`src/rtl/core_l2_request_arbiter.sv`:
```
// Per-core L2 request arbiter: round-robin merge of I-cache LMQ, D-cache LMQ and
// store buffer requests into one registered L2 request, plus response decode.
package core_l2_pkg;

    typedef struct packed {
        logic        valid;
        logic [1:0]  core;
        logic [1:0]  unit;
        logic        write;
        logic [39:0] address;
        logic [63:0] data;
    } l2req_packet_t;

    typedef struct packed {
        logic        valid;
        logic [1:0]  core;
        logic [1:0]  unit;
        logic [63:0] data;
    } l2rsp_packet_t;

endpackage

module core_l2_request_arbiter
    import core_l2_pkg::*;
#(
    parameter int unsigned CORE_ID = 0
) (
    input  logic          clk,
    input  logic          reset,
    input  l2req_packet_t icache_req,
    output logic          icache_ready,
    input  l2req_packet_t dcache_req,
    output logic          dcache_ready,
    input  l2req_packet_t stbuf_req,
    output logic          stbuf_ready,
    output l2req_packet_t l2req_packet,
    input  logic          l2req_ready,
    input  l2rsp_packet_t l2rsp_packet,
    output logic          icache_rsp_for_me,
    output logic          dcache_rsp_for_me,
    output logic          stbuf_rsp_for_me
);

    localparam logic [1:0] CORE_ID_L   = CORE_ID[1:0];
    localparam logic [1:0] UNIT_ICACHE = 2'd0;
    localparam logic [1:0] UNIT_DCACHE = 2'd1;
    localparam logic [1:0] UNIT_STBUF  = 2'd2;

    l2req_packet_t out_q;
    logic [1:0]    rr;

    logic          load_en;
    logic [2:0]    req_vec;
    logic          grant_found;
    logic [1:0]    grant_idx;
    logic [1:0]    next_rr;
    logic          capture;
    l2req_packet_t grant_pkt;

    assign load_en = !out_q.valid || l2req_ready;
    assign req_vec = {stbuf_req.valid, dcache_req.valid, icache_req.valid};

    // Round-robin search starting at rr, wrapping 2 -> 0; index 3 is never a candidate.
    always_comb begin
        logic [1:0] cand;
        grant_found = 1'b0;
        grant_idx   = 2'd0;
        cand        = (rr == 2'd3) ? 2'd0 : rr;
        for (int k = 0; k < 3; k++) begin
            if (!grant_found && req_vec[cand]) begin
                grant_found = 1'b1;
                grant_idx   = cand;
            end
            cand = (cand == 2'd2) ? 2'd0 : cand + 2'd1;
        end
    end

    always_comb begin
        grant_pkt = '0;
        case (grant_idx)
            UNIT_ICACHE: grant_pkt = icache_req;
            UNIT_DCACHE: grant_pkt = dcache_req;
            UNIT_STBUF:  grant_pkt = stbuf_req;
            default:     grant_pkt = '0;
        endcase
    end

    assign next_rr = (grant_idx == 2'd2) ? 2'd0 : grant_idx + 2'd1;

    // Readies are gated by reset so no source sees a capture that the register will drop.
    assign capture      = load_en && grant_found && !reset;
    assign icache_ready = capture && (grant_idx == UNIT_ICACHE);
    assign dcache_ready = capture && (grant_idx == UNIT_DCACHE);
    assign stbuf_ready  = capture && (grant_idx == UNIT_STBUF);

    always_ff @(posedge clk or posedge reset) begin
        if (reset) begin
            out_q <= '0;
            rr    <= 2'd0;
        end else if (load_en) begin
            if (grant_found) begin
                out_q <= grant_pkt;
                rr    <= next_rr;
            end else begin
                out_q.valid <= 1'b0;
            end
        end
    end

    assign l2req_packet = out_q;

    assign icache_rsp_for_me = l2rsp_packet.valid && (l2rsp_packet.core == CORE_ID_L)
                               && (l2rsp_packet.unit == UNIT_ICACHE);
    assign dcache_rsp_for_me = l2rsp_packet.valid && (l2rsp_packet.core == CORE_ID_L)
                               && (l2rsp_packet.unit == UNIT_DCACHE);
    assign stbuf_rsp_for_me  = l2rsp_packet.valid && (l2rsp_packet.core == CORE_ID_L)
                               && (l2rsp_packet.unit == UNIT_STBUF);

    // Sources must hold a pending packet unchanged until it is readied.
    a_icache_hold: assert property (@(posedge clk) disable iff (reset)
        (icache_req.valid && !icache_ready) |=> (icache_req.valid && $stable(icache_req)));
    a_dcache_hold: assert property (@(posedge clk) disable iff (reset)
        (dcache_req.valid && !dcache_ready) |=> (dcache_req.valid && $stable(dcache_req)));
    a_stbuf_hold: assert property (@(posedge clk) disable iff (reset)
        (stbuf_req.valid && !stbuf_ready) |=> (stbuf_req.valid && $stable(stbuf_req)));

    a_icache_id: assert property (@(posedge clk) disable iff (reset)
        icache_ready |-> (icache_req.core == CORE_ID_L && icache_req.unit == UNIT_ICACHE));
    a_dcache_id: assert property (@(posedge clk) disable iff (reset)
        dcache_ready |-> (dcache_req.core == CORE_ID_L && dcache_req.unit == UNIT_DCACHE));
    a_stbuf_id: assert property (@(posedge clk) disable iff (reset)
        stbuf_ready |-> (stbuf_req.core == CORE_ID_L && stbuf_req.unit == UNIT_STBUF));

endmodule

```
`config.mk`:
```
export PLATFORM = sky130hd
export DESIGN_NAME = core_l2_request_arbiter
export DESIGN_NICKNAME = d
export VERILOG_FILES = /design/src/rtl/core_l2_request_arbiter.sv
export SDC_FILE = /design/constraint.sdc
export NUM_CORES = 1
export LEC_CHECK = 0
export ABC_AREA = 1
export BUFFER_PORTS_ARGS = -buffer_cell sky130_fd_sc_hd__buf_2
export CAP_MARGIN = 25
export CORE_AREA = 8 8 194 196
export CTS_BUF_LIST = sky130_fd_sc_hd__clkbuf_8 sky130_fd_sc_hd__clkbuf_16
export CTS_CLUSTER_SIZE = 30
export DETAILED_ROUTE_END_ITERATION = 10
export DIE_AREA = 0 0 202 204
export PLACE_DENSITY = 0.43
export SLEW_MARGIN = 0
export SYNTH_ARGS = -nofsm -noshare
export SYNTH_HDL_FRONTEND = slang
export SYNTH_SLANG_ARGS = --single-unit
```
`constraint.sdc`:
```
create_clock -name clk -period 6.7 [get_ports clk]
set_clock_uncertainty 0.15 [all_clocks]
set_input_delay 1.005 -clock clk [delete_from_list [all_inputs] [get_ports clk]]
set_output_delay 1.005 -clock clk [all_outputs]
set_load 0.02 [all_outputs]
```
==> flow_summary.ini <==
[placement]
dp_hpwl_microns = 23300
pre_cts_slack_ns = 2.31
io_buffers = 453
gp_congestion = 0.794
dp_cells = 2079

[detailed_routing]
wl_microns = 29800
via_count = 8278
drt_iter0_drc = 247
wl_per_cell_microns = 14.2
drc_errors = 0
vias_per_cell = 3.95
ant_nets = 0
dr.pass1.iters = 4

[min_path]
whs_path_depth = 2
hold_class = reg2reg
min-delay-start = l2req_packet[57]
min_to = l2req_packet[57]

[sta]
final-max-slew-violation-count = 0
finalCritPeriodShare_pct = 60.5
finalHoldViolations = 0
rsz0062_at_grt = no
worst_slack_ns = 2.65
relSlewSlack_pct = 37.4
min_period_ns = 4.05
worst_slew_pin_slew_ns = 0.937
finalSetupTns_ns = 0
setup_violations = 0
fmax_ghz = 0.247

[cts]
numCtsBuffers = 9
cts_tree = done
path_clk_slew_ns = 0.08
clockBufferDepth = 2
cts_resized = 0
htree_num_levels = 3
holdBufCountCts = 0
cts-root-buf = clkbuf_16
cts_setup_buffers = 0
clock_sinks = 112
clk_latency_ns = 0.36

[flow_run]
drv_cap = 0

[synthesis]
yosys-top-cells-area = nand2_1, dfrtp_1, inv_1
yosys.area_share.simple_pct = 48.3
synth_area_sq_mm = 0.00710
postSynthCellCount = 1217
yosys_warnings = 0
synth-compound-area-share_pct = 0.723
synth_mux_area_share_pct = 0
syn_area_per_cell_sq_um = 5.83
synth_edf_count = 0
ys_ff_latch = 112
synthAdderAreaFrac_pct = 0.705
seq_area_frac_synth_pct = 39.5
synth_top_family_by_area = simple AND/OR/NAND/NOR gates
synthFlopType = dfrtp_1
async_reset_ff_share_pct = 100
synth_xor_area_share_pct = 0
synth_fp_nets = 1623
yosys-top-cells-count = nand2_1, inv_1, dfrtp_1, buf_2, clkbuf_1
synth.most_common_cell = nand2_1
synth_top_area_cell = nand2_1
synthDominantCellAreaShare_pct = 46.9
ys_types = 21

[worst_setup_path]
path_max_fanout = 56
required_ns = 5.54
start_kind = flip-flop
reg2reg_to = l2req_packet[39]
critPathArrivalTime_ns = 2.90
ff2ff_path_depth = 12
worstSetupPathType = reg2out
r2r_slack_ns = 2.77
end_kind = primary output
reg2reg_from = rr[0]

[global_route]
grt_pass1_wl_microns = 45200
grt.overflow.total = 0
antenna_found_initial = 4
grt_max_degree = 65
grt_use_total_pct = 13.7
grt_pass1_vias = 8075

[pwr]
peakVddDrop_mv = 0.279
p_total_mw = 5.71
pwr_density_cell_mw_per_mm2 = 566
leakagePower_nw = 6.49

[finish]
final-instance-count-excl-fill = 2096
final_layout_size_suffix_gt1_share_pct = 29.7
fin_nets = 2035
syn2layout_area_growth_pct = 42.0

[die]
initial_utilization_pct = 20.4
placementRows = 69
fp.dieArea_sq_mm = 0.0412
die_h_microns = 204
die_w_microns = 202
coreArea_sq_mm = 0.0348
ioPinCount = 518

[run_status]
status = finished, final reports clean
==> report_power, final <==
part	leakage, nW	switching [mW]	internal [mW]
clock network	0.156	0.255	0.337
registers	1.38	0.168	1.04
logic	4.96	2.74	1.17
==> kinds of logic after synthesis <==
kind of cell	count (synthesis)
compound gates	10
fa+ha+maj	4
buf+inv	185
flops	112
simple gates	906
==> sequential cells by signal (all words and copies together), names as in the netlist <==
register / cells
rr: 2
l2req_packet: 110
==> metal layers <==
layer,routed length [microns],part of all wire [%],global-route usage [%]
met1,12600,42,16.1
met4,310,1.0,2.90
met5,23,0.077,0
met2,14400,48,23.8
met3,2530,8.5,4.91
==> worst max path at each step <==
stage / startpoint / to / slack, ns
finish: rr[0] / icache_ready / 2.65
global route: rr[0] / l2req_packet[14] / 2.31
CTS: rr[0] / icache_ready / 2.51
detailed placement: dcache_req[109] / l2req_packet[39] / 2.31
global placement: stbuf_req[109] / l2req_packet[40] / 2.26
floorplan: reset / icache_ready / 1.43
==> area by class of cell <==
type / instances / area (sq um)
fillers: 4022 / 24700
multi-input cells: 920 / 3560
flip-flops and latches: 112 / 2800
repair buffers: 461 / 2340
well taps: 461 / 577
inverters: 125 / 474
clock buffers: 10 / 239
clock inverters: 6 / 83.8
diodes: 1 / 2.50
==> critical path, stage by stage (launching register included) <==
cell	delay [ns]
dfrtp_1	0.38
inv_1	0.08
ha_1	0.37
o21ai_1	0.23
nand2_2	0.11
nand4_1	0.14
nand3_4	0.54
nor3_1	0.45
buf_2	0.23
==> through the flow <==
step,hold WS (ns),instance area (sq um),utilization (%)
after floorplan,0.430,7100,-
after global placement,0.308,9760,28.0
after detailed placement,0.310,9760,28.0
after CTS,0.330,10100,29.0
after global routing,0.343,10100,29.0
final,0.322,10100,29.0
==> placed cells by master (no fill, tap or decap), types with 2 or more instances in the layout <==
cell        synthesis  layout
nand2_1           887     886
buf_2              39     453
inv_1             122     122
dfrtp_1           112     112
clkbuf_16           0       9
buf_4               5       7
nor2_1              6       5
o21ai_0             4       4
nand3_1             4       4
nor3_1              4       4
ha_1                4       4
o21ai_1             4       3
inv_2               3       2
nand4_1             2       2
inv_4               0       2
clkinvlp_4          0       2
bufinv_16           0       2
(Power assumes the default switching activity.)
